<file path="config.mk">
export PLATFORM = sky130hd
export DESIGN_NAME = mem_load_unit
export DESIGN_NICKNAME = d
export VERILOG_FILES = /design/src/rtl/mem_load_unit.sv
export SDC_FILE = /design/constraint.sdc
export NUM_CORES = 1
export LEC_CHECK = 0
export ABC_AREA = 1
export CORE_MARGIN = 2
export CORE_UTILIZATION = 29
export DETAILED_ROUTE_END_ITERATION = 6
export PLACE_DENSITY_LB_ADDON = 0.08
export SYNTH_ARGS = -nofsm -noshare
export SYNTH_HDL_FRONTEND = slang
export SYNTH_SLANG_ARGS = --single-unit
</file>
<file path="constraint.sdc">
create_clock -name clk -period 3 [get_ports clk]
set_input_delay 0.6 -clock clk [delete_from_list [all_inputs] [get_ports clk]]
set_output_delay 0.6 -clock clk [all_outputs]
set_load 0.01 [all_outputs]
</file>
<file path="src/rtl/mem_load_unit.sv">
// MEM-stage load controller: issues a data-memory read for the load in EX/MEM,
// stalls the pipeline while it is outstanding and returns the extended result.
module mem_load_unit #(
    parameter int unsigned MAX_WAIT = 255
) (
    input  logic        clk,
    input  logic        rst,
    input  logic        memRead_EXMEM,
    input  logic [31:0] Instruction_EXMEM,
    input  logic [31:0] addr_EXMEM,
    input  logic        flush,
    output logic        mem_req,
    output logic [31:0] mem_addr,
    input  logic        mem_rvalid,
    input  logic [31:0] mem_rdata,
    output logic        stall_MEM,
    output logic        load_valid,
    output logic [31:0] load_data,
    output logic        load_err
);

    localparam int unsigned CNT_W = 8;

    typedef enum logic [1:0] {IDLE, REQ, DONE, DRAIN} state_e;

    state_e             state_q;
    logic [31:0]        addr_q;
    logic [2:0]         f3_q;
    logic [CNT_W-1:0]   wait_cnt_q;
    logic [31:0]        load_data_q;

    logic [2:0]         f3_in;
    logic               misaligned_c;
    logic               new_load_c;
    logic               wait_max_c;
    logic               unused_instr_c;

    assign f3_in          = Instruction_EXMEM[14:12];
    assign unused_instr_c = ^{Instruction_EXMEM[31:15], Instruction_EXMEM[11:0]};
    assign new_load_c     = (state_q == IDLE) && memRead_EXMEM && !flush;
    assign wait_max_c     = (wait_cnt_q == CNT_W'(MAX_WAIT));

    // Byte loads are never misaligned; unknown funct3 behaves as LW.
    always_comb begin
        misaligned_c = 1'b0;
        case (f3_in)
            3'b000, 3'b100: misaligned_c = 1'b0;
            3'b001, 3'b101: misaligned_c = addr_EXMEM[0];
            default:        misaligned_c = (addr_EXMEM[1:0] != 2'b00);
        endcase
    end

    function automatic logic [31:0] extract(input logic [2:0]  f3,
                                            input logic [1:0]  lane,
                                            input logic [31:0] word);
        logic [7:0]  b;
        logic [15:0] h;
        b = word[{lane, 3'b000} +: 8];
        h = lane[1] ? word[31:16] : word[15:0];
        case (f3)
            3'b000:  extract = {{24{b[7]}}, b};
            3'b001:  extract = {{16{h[15]}}, h};
            3'b100:  extract = {24'b0, b};
            3'b101:  extract = {16'b0, h};
            default: extract = word;
        endcase
    endfunction

    always_ff @(posedge clk or posedge rst) begin
        if (rst) begin
            state_q     <= IDLE;
            addr_q      <= '0;
            f3_q        <= '0;
            wait_cnt_q  <= '0;
            load_data_q <= '0;
        end else begin
            case (state_q)
                IDLE: begin
                    if (new_load_c) begin
                        if (misaligned_c) begin
                            load_data_q <= '0;
                        end else begin
                            addr_q     <= addr_EXMEM;
                            f3_q       <= f3_in;
                            wait_cnt_q <= '0;
                            state_q    <= REQ;
                        end
                    end
                end
                REQ: begin
                    if (mem_rvalid) begin
                        load_data_q <= extract(f3_q, addr_q[1:0], mem_rdata);
                        state_q     <= DONE;
                    end else if (flush) begin
                        wait_cnt_q <= '0;
                        state_q    <= DRAIN;
                    end else if (wait_max_c) begin
                        load_data_q <= '0;
                        wait_cnt_q  <= '0;
                        state_q     <= DRAIN;
                    end else begin
                        wait_cnt_q <= wait_cnt_q + CNT_W'(1);
                    end
                end
                DONE: state_q <= IDLE;
                // Swallow the late response of an abandoned request.
                DRAIN: begin
                    if (mem_rvalid || wait_max_c) begin
                        state_q <= IDLE;
                    end else begin
                        wait_cnt_q <= wait_cnt_q + CNT_W'(1);
                    end
                end
                default: state_q <= IDLE;
            endcase
        end
    end

    assign mem_req    = (state_q == REQ);
    assign mem_addr   = {addr_q[31:2], 2'b00};
    assign stall_MEM  = (new_load_c && !misaligned_c) || (state_q == REQ) || (state_q == DRAIN);
    assign load_valid = (state_q == DONE) && !flush;
    assign load_data  = load_data_q;
    assign load_err   = (new_load_c && misaligned_c) ||
                        ((state_q == REQ) && !mem_rvalid && !flush && wait_max_c);

endmodule

</file>
-- Word level (Yosys, flattened, before mapping)
Cells that the tools add are included.
- memories: 0
- word-level logic and storage cells: 77
- RAM bits: 0
- memory bits (read-only): 0
- latch bits: 0
- register bits: 77
- output and inout port bits: 68
- bits of input ports: 101
- reduce and logical (&&, ||, !) cells: 27
- shift operators: 1
- order comparisons: 0
- divide/modulo/power cells: 0
- $mul: 0
- mux-type cells: 23
- equality and inequality tests: 19
- add/sub/neg operators: 1
- bitwise operators: 1
- operators with widths (cell ; number):
    $mux 32 ; 5
    $pmux 32 s4 ; 1
    $pmux 32 s2 ; 1
    $mux 8 ; 6
    $shiftx 32x6->8 ; 1
    $pmux 8 s3 ; 1
    $mux 16 ; 1
    $eq 3x3->1 const B ; 4
    $mux 2 ; 6
    $ne 2x2->1 const B ; 6
    $reduce_and 5->1 ; 2
    $add 8x1->8 const B ; 1
    $eq 8x8->1 const B ; 1
    $logic_and 1x1->1 ; 8
    $pmux 2 s4 ; 1
    $eq 3x1->1 const B ; 2
    $logic_not 3->1 ; 2
    $eq 2x2->1 const B ; 2
    $logic_or 1x1->1 ; 4
    $ne 4x2->1 const B ; 1
    $reduce_and 4->1 ; 1
    $reduce_bool 2->1 ; 2
    $reduce_or 2->1 ; 2
    $logic_not 1->1 ; 3
    8 further kinds ; 8

-- Logic depth before layout (Yosys ltp)
Gate-level depths: netlist of run 1.
- word-level depth: 7
- mapped depth: 9
- gate-level depth less buffers: 8

-- Worst setup path after synthesis of run 1
No wires, ideal clock.
- path type: in2out
- from: input port Instruction_EXMEM[12]
- to: output port stall_MEM
- path slack: 1056 ps
- data required time: 2400 ps
- path buffers: 1
- stages: 4
- arrival: 1344 ps
- cell sequence: o21ai_1 > nand2_4 > buf_2 > nand2_1
- word-level cells in the longest chain between the ends: 7
- elaborated cells on any way between the ends: 11
- those cells by class: eq/ne: 3; mux: 1; reduce/logical: 7
- ends and longest elaborated chain (item ; line ; source):
    start: declaration ; 9 ; input logic [31:0] Instruction_EXMEM,
    $eq 3x1->1, or another cell as far along ; 46 ; case (f3_in)
    $reduce_or 2->1 ; 46 ;
    $pmux 1 s2 * ; 46 ;
    $logic_not 1->1 * ; 121 ; assign stall_MEM = (new_load_c && !misaligned_c) || (state_q == REQ) || (state_q == DRAIN);
    $logic_and 1x1->1 * ; 121 ;
    $logic_or 1x1->1 * (2 in series) ; 121 ;
    end: declaration ; 16 ; output logic stall_MEM,
Mark *: on every way between the ends. The rest lies on a longest branch, timed or not.

-- Final worst setup path of run 1
- from: input port Instruction_EXMEM[13]
- to: output port stall_MEM
Same word-level chain as after synthesis.

==> results of run 1 <==
-- cells by family (layout without fill, tap and decap cells) --
kind of cell,after synthesis,in the layout,share of synthesized area
buf+inv,95,199,0.123
flops,77,77,0.453
xor+xnor,1,1,0.00206
compound gates,60,60,0.0803
fa+ha+maj,1,1,0.00294
other cells,1,2,0.000881
simple gates,342,342,0.338
-- per-stage QoR --
stage / total power, mW / hold slack (ps) / util / instance area (um^2)
finish: 5.33 / 465 / 0.408 / 5880
global route: 5.76 / 493 / 0.408 / 5880
CTS: 5.42 / 474 / 0.408 / 5880
detailed placement: 4.32 / 459 / 0.388 / 5590
global placement: 4.28 / 455 / 0.388 / 5590
floorplan: 3.34 / 443 / - / 4260
-- placed cells by master (no fill, tap or decap), types with 2 or more instances in the layout --
cell / Yosys / final
a21oi_1: 22 / 22
buf_4: 33 / 12
clkbuf_16: 0 / 9
clkbuf_8: 0 / 2
clkdlybuf4s50_1: 0 / 136
clkinv_2: 0 / 2
conb_1: 1 / 2
dfrtp_1: 77 / 77
inv_1: 33 / 32
nand2_1: 227 / 227
nand2_4: 2 / 2
nand3_1: 52 / 52
nand3_2: 2 / 2
nand4_1: 4 / 4
nor2_1: 44 / 44
nor3_1: 4 / 4
o211ai_1: 7 / 7
o21ai_0: 21 / 21
o21ai_1: 4 / 3
-- path summary, 6_finish.rpt --
path / endpoint / slack (ps) / cells past startpoint
worst max register to register: wait_cnt_q[0] / 1080 / 7
min in group asynchronous: load_data[27] / 530 / 2
max in group asynchronous: load_data[10] / 1880 / 3
worst max-delay path: stall_MEM / 340 / 7
worst min register to register: load_data[19] / 460 / 2
worst min-delay path: load_data[19] / 460 / 2
-- final cells by class --
type	count	area (um^2)	share of cell area
clock inverters	2	35.0	0.00596
flip-flops and latches	77	1930	0.328
inverters	36	139	0.0236
multi-input cells	406	1810	0.308
well taps	184	230	0.0391
repair buffers	150	1480	0.252
clock buffers	11	253	0.0430
-- routing by layer --
metal / global-route usage / up-vias / wire length (um)
li1: - / 1995 / -
met2: 0.268 / 104 / 5880
met3: 0.0466 / 7 / 692
met1: 0.205 / 1837 / 5510
met5: 0 / - / 0
met4: 0.0333 / 0 / 104
-- registers in the layout, indices dropped and copies added, names as in the netlist --
register,cells
load_data,32
addr_q,32
state_q,2
f3_q,3
wait_cnt_q,8
-- worst reg2reg max path: stages (launching register included) --
cell and delay, ps:
dfrtp_1 520, inv_4 110, nand3_2 110, nor2_4 60, nand2_4 60, buf_4 400
nand3_2 340, o21ai_0 240
-- power by group through the flow --
stage               registers [mW]  logic (mW)  clock network [mW]
detailed placement            1.79        2.52                   0
global placement              1.79        2.50                   0
CTS                           1.78        2.53                1.11
global route                  1.85        2.75                1.16
finish                        1.77        2.48                1.07
floorplan                     1.79        1.55                   0
==> metrics, run 1 <==
run status finished clean; Final Hold Vio Count 0; critical path buffer and inverter count 2; worst hold start load_data[19]; final cycle utilization of the critical path 0.885; critical path capture point type output pin; DP HPWL between 8 and 9 mm; Initial Util 0.295; Seq pwr share 0.333; Worst-path clk slew 50 ps; die height roughly 130 um; Slew Limit Headroom 0.581; reg2reg start state_q[0]; filler instances between 1.5k and 2k; Via density between 4 and 5; H-tree Lvls 3; CP peak stage delay roughly 530 ps; Post-Synthesis Cells ~580; setup violators final 0; DRC 0; initial antenna violation count 0; Clock Power Share 0.201; Post-synth top flop dfrtp_1; final worst setup slack around 340 ps; total number of vias around 3.9k; pre-CTS WS between 150 and 200 ps; Slew @ Worst Pin 628 ps; Worst Setup SP Instruction_EXMEM[13]; row count 44; CTS root buffer clkbuf_16; Inserted Diodes 0; Tot GR Track Use 0.160; most frequent cell after synthesis nand2_1; area leader, netlist dfrtp_1; syn_area_per_cell approximately 7.4 um^2; vias in the first global route 3827; asr flop ratio synth 1.00; TNS Setup 0 ps; Distinct cells, synth 37; grt ovf 0; EDFF count, synth 0; Final Max Slew Viols 0; Synth Register Bits 77; max-cap viol count 0; sw power roughly 2.0 mW; placed cell count roughly 850; WL final 12.2 mm; Worst Path Max Fanout 4; Nets 782; Period minus WS final ~2700 ps; Port Buffer Count approximately 140; full die area 0.0157 mm^2; PD cells 906 mW/mm^2; pin count of the biggest net entering global routing 44; CP Launch Type primary input; Max Buffers Root-to-Sink 2; worst min path class flop to flop; CTS sink cnt 77; Routed WL per cell 14.1 um; Post-CTS Resized 0; # IOs 169; synthesis warning total 0; Req. time, crit path approximately 2400 ps; # Post-CTS Setup Buffers 0; first-pass GRT wire length about 20 mm; CP arrival a little over 2000 ps; Pre-antenna DRT Iters 4; achievable frequency about 0.38 GHz; Area contributors post-synth dfrtp_1, nand2_1, nand3_1; Worst-Skew Late Latency roughly 340 ps; delay-heaviest family, CP buffers and inverters; Final Instance Count excl. Fillers ~870; post-synth top area share 0.453; slowest cell on the critical path clkdlybuf4s50_1; initial drt markers between 200 and 250; cts-stage hold buffer count 0; RD Place Congestion roughly 0.86; worst path cell trace clkdlybuf4s50_1 > nand2_1 > nand2_1 > o21ai_2 > nand2_4 > nand2_1 > clkdlybuf4s50_1; Worst Setup Path Type primary input to output pin; Mapped Area roughly 0.0043 mm^2; Layout area overhead 38.2%; cts bufs inserted 9; Sw Share 0.379; Combinational Power Share 0.466; Die Width 125 um; worst clock skew between 6 and 7 ps; register area share after synthesis 0.453; internal power around 3.3 mW; share of cells above drive strength 1 0.0601; core area about 0.014 mm^2; Peak supply drop roughly 0.00037 V; most frequent CP cell nand2_1; RSZ-0062 raised after global routing no; LEAKAGE 2.85 nW; Routed Antenna Nets 0; Synth top cells by count nand2_1, dfrtp_1, nand3_1; CTS tree done
(Power assumes the default switching activity.)
==> run 2: changes to the inputs <==
--- a/config.mk
+++ b/config.mk
@@ -7,7 +7,7 @@
 export LEC_CHECK = 0
 export ABC_AREA = 1
 export CORE_MARGIN = 2
-export CORE_UTILIZATION = 29
+export CORE_UTILIZATION = 44
 export DETAILED_ROUTE_END_ITERATION = 6
 export PLACE_DENSITY_LB_ADDON = 0.08
 export SYNTH_ARGS = -nofsm -noshare
==> run 2 against run 1 <==
  * Sequential power up 2%
  * Cell count down 6.6%
  * Clock skew up 8.1 ps
  * First-iteration DRC count down 28%
  * Hold slack better by 6.8 ps
  * Wire length down 8.1%
==> metrics, run 2 (synthesis results as in run 1) <==
CP arrival 2070 ps (about the same); total number of vias 3936 (-0.18%); grt ovf 0 (unchanged); Period minus WS final 2670 ps (+9.12 ps); post-route cell area 0.00576 mm^2 (-2.1%); die height 102 um (-18%); WL final 11.2 mm (-8.1%); Inserted Diodes 0 (unchanged); PD cells 912 mW/mm^2 (+0.57%); most frequent CP cell clkdlybuf4s50_1; share of cells above drive strength 1 0.0559 (-0.00423); LEAKAGE 2.81 nW (-1.2%); max-cap viol count 0 (unchanged); CTS tree done; worst path cell trace clkdlybuf4s50_1 > nor2_4 > nand2_4 > nand2_1 > clkdlybuf4s50_1; core area 0.00933 mm^2 (-35%); CP Launch Type primary input; delay-heaviest family, CP buffers and inverters; Initial Util 0.456 (+0.161); first-pass GRT wire length 18.1 mm (-10%); Worst Setup Path Type primary input to output pin; RSZ-0062 raised after global routing no; worst min path class flop to flop; Final Instance Count excl. Fillers 809 (-6.6%); Placed Area 0.00549 mm^2 (-1.8%); full die area 0.0105 mm^2 (-33%); Pre-antenna DRT Iters 5 (+1); Seq pwr share 0.344 (+0.011); CTS root buffer clkbuf_8; Routed WL per cell 13.8 um (-1.6%); internal power 3.28 mW (-1.1%); slowest cell on the critical path clkdlybuf4s50_1; Slew @ Worst Pin 732 ps (+104 ps); DRC 0 (unchanged); most frequent cells in the layout nand2_1, clkdlybuf4s50_1, dfrtp_1, nand3_1, nor2_1; initial drt markers 159 (-28%); # Post-CTS Setup Buffers 0 (unchanged); Slew Limit Headroom 0.512 (-0.0695); RD Place Congestion 0.869 (+0.60%); row count 35 (-20%); Final Max Slew Viols 0 (unchanged); CTS sink cnt 77 (unchanged); setup violators final 0 (unchanged); Combinational Power Share 0.455 (-0.011); sw power 1.97 mW (-2.3%); filler instances 902 (-40%); final worst setup slack 335 ps (-9.12 ps); Clock Power Share 0.201 (about the same); worst clock skew 14.7 ps (+8.12 ps); Peak supply drop 0.000413 V (+10%); final core utilization 0.617 (+0.209); # IOs 169 (unchanged); placed cell count 794 (-6.9%); Port Buffer Count 137 (unchanged); vias in the first global route 3781 (-1.2%); Worst-Skew Late Latency 350 ps (about the same); Worst-path clk slew 80 ps (+30 ps); Post-CTS Resized 0 (unchanged); run status finished clean; Die Width 102 um (-18%); achievable frequency 0.375 GHz (-0.34%); Via density 4.87 (+6.9%); commonest non-fill, non-tap cell in the layout nand2_1; cts bufs inserted 9 (unchanged); critical path buffer and inverter count 2 (unchanged); final cycle utilization of the critical path 0.888 (+0.00304); Layout area overhead 35.2%; Max Buffers Root-to-Sink 2 (unchanged); pin count of the biggest net entering global routing 47 (+6.8%); cts-stage hold buffer count 0 (unchanged); Nets 778 (-0.51%); Req. time, crit path 2400 ps (about the same); Routed Antenna Nets 0 (unchanged); H-tree Lvls 3 (unchanged); critical path capture point type output pin; Worst Path Max Fanout 6 (+2); pre-CTS WS 198 ps (+41.2 ps); CP peak stage delay 550 ps (+20 ps); area taken by multi-input logic gates 0.00181 mm^2 (unchanged); TNS Setup 0 ps (unchanged); Sw Share 0.376 (-0.00297); Tot GR Track Use 0.220 (+0.0602); initial antenna violation count 0 (unchanged); register area 0.00193 mm^2 (unchanged); Final Hold Vio Count 0 (unchanged); DP HPWL 7.97 mm (-11%)
run 2: changes by cell type in the layout (fill, tap and decap cells not counted):
cell	previous run	this run
buf_4	12	8
clkbuf_8	2	10
bufinv_16	1	4
clkbuf_1	0	1
clkbuf_16	9	0
clkinv_2	2	1
run 2: final timing paths:
| kind | startpoint | endpoint | slack (ps) | cells after the start |
|---|---|---|---|---|
| max | flush | stall_MEM | 330 | 5 |
| min | addr_q[23] | addr_q[23] | 470 | 2 |
| max reg2reg | f3_q[1] | load_data[1] | 890 | 6 |
| min reg2reg | addr_q[23] | addr_q[23] | 470 | 2 |
| max in group asynchronous | rst | addr_q[17] | 1710 | 3 |
| min in group asynchronous | rst | load_data[28] | 620 | 2 |
run 2: worst min-delay path, cell delays in order, from the launching register on:
cell     delay, ps
dfrtp_1        350
nand2_1         50
nand2_1         40
run 2: power by group through the flow:
stage                     registers, mW  clock network (mW)  logic (mW)
after CTS                          1.80                1.07        2.42
after detailed placement           1.82                   0        2.41
after floorplan                    1.79                   0        1.55
final                              1.81                1.05        2.39
after global routing               1.87                1.12        2.64
after global placement             1.80                   0        2.37
run 2: per-stage QoR:
step	hold WS, ps	power (mW)
floorplan	443	3.34
global placement	454	4.18
detailed placement	457	4.23
CTS	479	5.30
global route	488	5.63
finish	472	5.25
run 2: metal layers:
layer / track usage / routed length [um]
met5: 0 / 0
met3: 0.0417 / 598
met4: 0.0708 / 214
met2: 0.367 / 5380
met1: 0.290 / 5000
run 2: area by class of cell:
cell class / count / area share
Tap cell: 129 / 0.0280
Timing Repair Buffer: 146 / 0.253
Sequential cell: 77 / 0.335
Multi-Input combinational cell: 406 / 0.315
Inverter: 36 / 0.0241
Clock buffer: 11 / 0.0246
Clock inverter: 4 / 0.0209
==> run 3: changes to the inputs <==
--- a/config.mk
+++ b/config.mk
@@ -7,7 +7,8 @@
 export LEC_CHECK = 0
 export ABC_AREA = 1
 export CORE_MARGIN = 2
-export CORE_UTILIZATION = 44
+export CORE_UTILIZATION = 45
+export CTS_BUF_LIST = sky130_fd_sc_hd__clkbuf_4
 export DETAILED_ROUTE_END_ITERATION = 6
 export PLACE_DENSITY_LB_ADDON = 0.08
 export SYNTH_ARGS = -nofsm -noshare
==> run 3 against run 2 <==
  * Final area decreased by 1.9%
  * Critical path depth unchanged
  * Register-to-register slack improved by 130 ps
  * Non-clock buffer count increased by 1
  * Critical path type unchanged
  * Via count increased by 1.9%
  * Core utilization decreased by 0.30 points
  * First-iteration DRC count increased by 13%
  * Combinational power about the same
  * Fmax decreased by 1.4%
==> metrics, run 3 (synthesis results as in run 1) <==
core area 0.00920 mm^2 (-1.4%); # IOs 169 (unchanged); Max Used Layer met4; cts bufs inserted 9 (unchanged); Via density 5.06 (+3.9%); Slew @ Worst Pin 766 ps (+33.9 ps); CP peak stage delay 560 ps (about the same); Layout area overhead 32.7%; Peak supply drop 0.000401 V (-2.7%); pin count of the biggest net entering global routing 44 (-6.4%); worst clock skew 21.8 ps (+7.11 ps); Pre-antenna DRT Iters 5 (unchanged); routed wl met3 592 um (-1.0%); Routed WL per cell 14.2 um (+2.8%); CTS root buffer clkbuf_4; grt ovf 0 (unchanged); CTS sink cnt 77 (unchanged); PD cells 880 mW/mm^2 (-3.5%); met1 WL 4.80 mm (-3.9%); row count 35 (unchanged); Worst-Skew Late Latency 430 ps (+80 ps); Worst Hold End load_data[20]; delay-heaviest family, CP buffers and inverters; CP arrival 2100 ps (+30 ps); final core utilization 0.614 (-0.00302); Worst Setup Path Type primary input to output pin; worst min path class flop to flop; Final Max Slew Viols 0 (unchanged); slowest cell on the critical path clkdlybuf4s50_1; worst hold start load_data[20]; share of cells above drive strength 1 0.0601 (+0.00423); commonest non-fill, non-tap cell in the layout nand2_1; Inserted Diodes 0 (unchanged); DP HPWL 7.98 mm (+0.21%); Nets 779 (+0.13%); total number of vias 4010 (+1.9%); FF-to-FF End wait_cnt_q[5]; Worst Path Max Fanout 6 (unchanged); critical path buffer and inverter count 2 (unchanged); FF-to-FF path depth 8 (+2); achievable frequency 0.370 GHz (-1.4%); WL final 11.3 mm (+0.81%); max-cap viol count 0 (unchanged); Period minus WS final 2700 ps (+37.9 ps); CP Launch Type primary input; Die Width 101 um (-1.1%); RD Place Congestion 0.860 (-0.98%); Routed Antenna Nets 0 (unchanged); initial drt markers 180 (+13%); CTS tree done; vias in the first global route 3808 (+0.71%); TNS Setup 0 ps (unchanged); Max Buffers Root-to-Sink 2 (unchanged); critical path capture point type output pin; met2 WL 5.65 mm (+4.9%); Worst-path clk slew 140 ps (+60 ps); Port Buffer Count 137 (unchanged); Req. time, crit path 2400 ps (about the same); worst path cell trace clkdlybuf4s50_1 > nor2_4 > nand2_4 > nand2_1 > clkdlybuf4s50_1; Tot GR Track Use 0.225 (+0.00562); run status finished clean; worst hold stages 2 (unchanged); Final Hold Vio Count 0 (unchanged); first-pass GRT wire length 18.3 mm (+1.1%); H-tree Lvls 3 (unchanged); initial antenna violation count 0 (unchanged); Pwr Total 4.97 mW (-5.3%); final cycle utilization of the critical path 0.901 (+0.0126); reg2reg start state_q[0]; post-route cell area 0.00565 mm^2 (-1.9%); setup violators final 0 (unchanged); most frequent CP cell clkdlybuf4s50_1; RSZ-0062 raised after global routing no; LEAKAGE 2.78 nW (-1.3%); Placed Area 0.00547 mm^2 (-0.41%); Slew Limit Headroom 0.489 (-0.0226); Initial Util 0.463 (+0.00652); most frequent cells in the layout nand2_1, clkdlybuf4s50_1, dfrtp_1, nand3_1, nor2_1; die height 101 um (-1.1%); DRC 0 (unchanged); full die area 0.0103 mm^2 (-2.1%); filler instances 867 (-3.9%); reg2reg setup slack 1020 ps (+130 ps)
run 3: where the power goes:
group	switching [mW]	internal [mW]	total [mW]
combinational	1.26	1.16	2.42
clock	0.396	0.360	0.756
sequential	0.327	1.46	1.79
total	1.99	2.98	4.97
run 3: per-layer routing:
| layer | up-vias | global-route usage |
|---|---|---|
| li1 | 1993 | - |
| met1 | 1854 | 0.293 |
| met2 | 141 | 0.381 |
| met3 | 22 | 0.0393 |
| met4 | 0 | 0.0759 |
| met5 | - | 0 |
run 3: final cells by class:
type                    count  area, um^2  share of cell area
multi-input cells         406        1810               0.321
repair buffers            147        1460               0.259
clock buffers              11        82.6              0.0146
inverters                  36         139              0.0246
clock inverters             5        85.1              0.0151
flip-flops and latches     77        1930               0.341
well taps                 111         139              0.0246
run 3: worst min-delay path, cell delays in order (launching register included):
cell,delay (ps)
dfrtp_1,370
nand2_1,50
nand2_1,40
run 3: metrics by stage:
| stage | worst slack, ps | hold slack (ps) | std cells |
|---|---|---|---|
| 2_1_floorplan | 433 | 443 | 578 |
| 3_3_place_gp | 200 | 453 | 776 |
| 3_5_place_dp | 191 | 457 | 776 |
| 4_1_cts | 79.8 | 488 | 792 |
| 5_1_grt | 209 | 500 | 793 |
| 6_report | 297 | 484 | 793 |
run 3: timing repair:
item                                   4_1_cts  5_1_grt
endpoints found under the hold margin        0        0
setup endpoints to repair                    0        1
hold buffers                                 0        0
buffers inserted                             0        1
resized for setup                            0        1
run 3: worst max-delay path by stage:
stage / startpoint / endpoint / slack, ps / cells after the start
2_1_floorplan: rst / addr_q[0] / 430 / 1
3_3_place_gp: Instruction_EXMEM[13] / load_err / 200 / 6
3_5_place_dp: flush / load_err / 190 / 5
4_1_cts: wait_cnt_q[0] / load_err / 80 / 6
5_1_grt: state_q[0] / stall_MEM / 210 / 6
6_report: flush / stall_MEM / 300 / 5
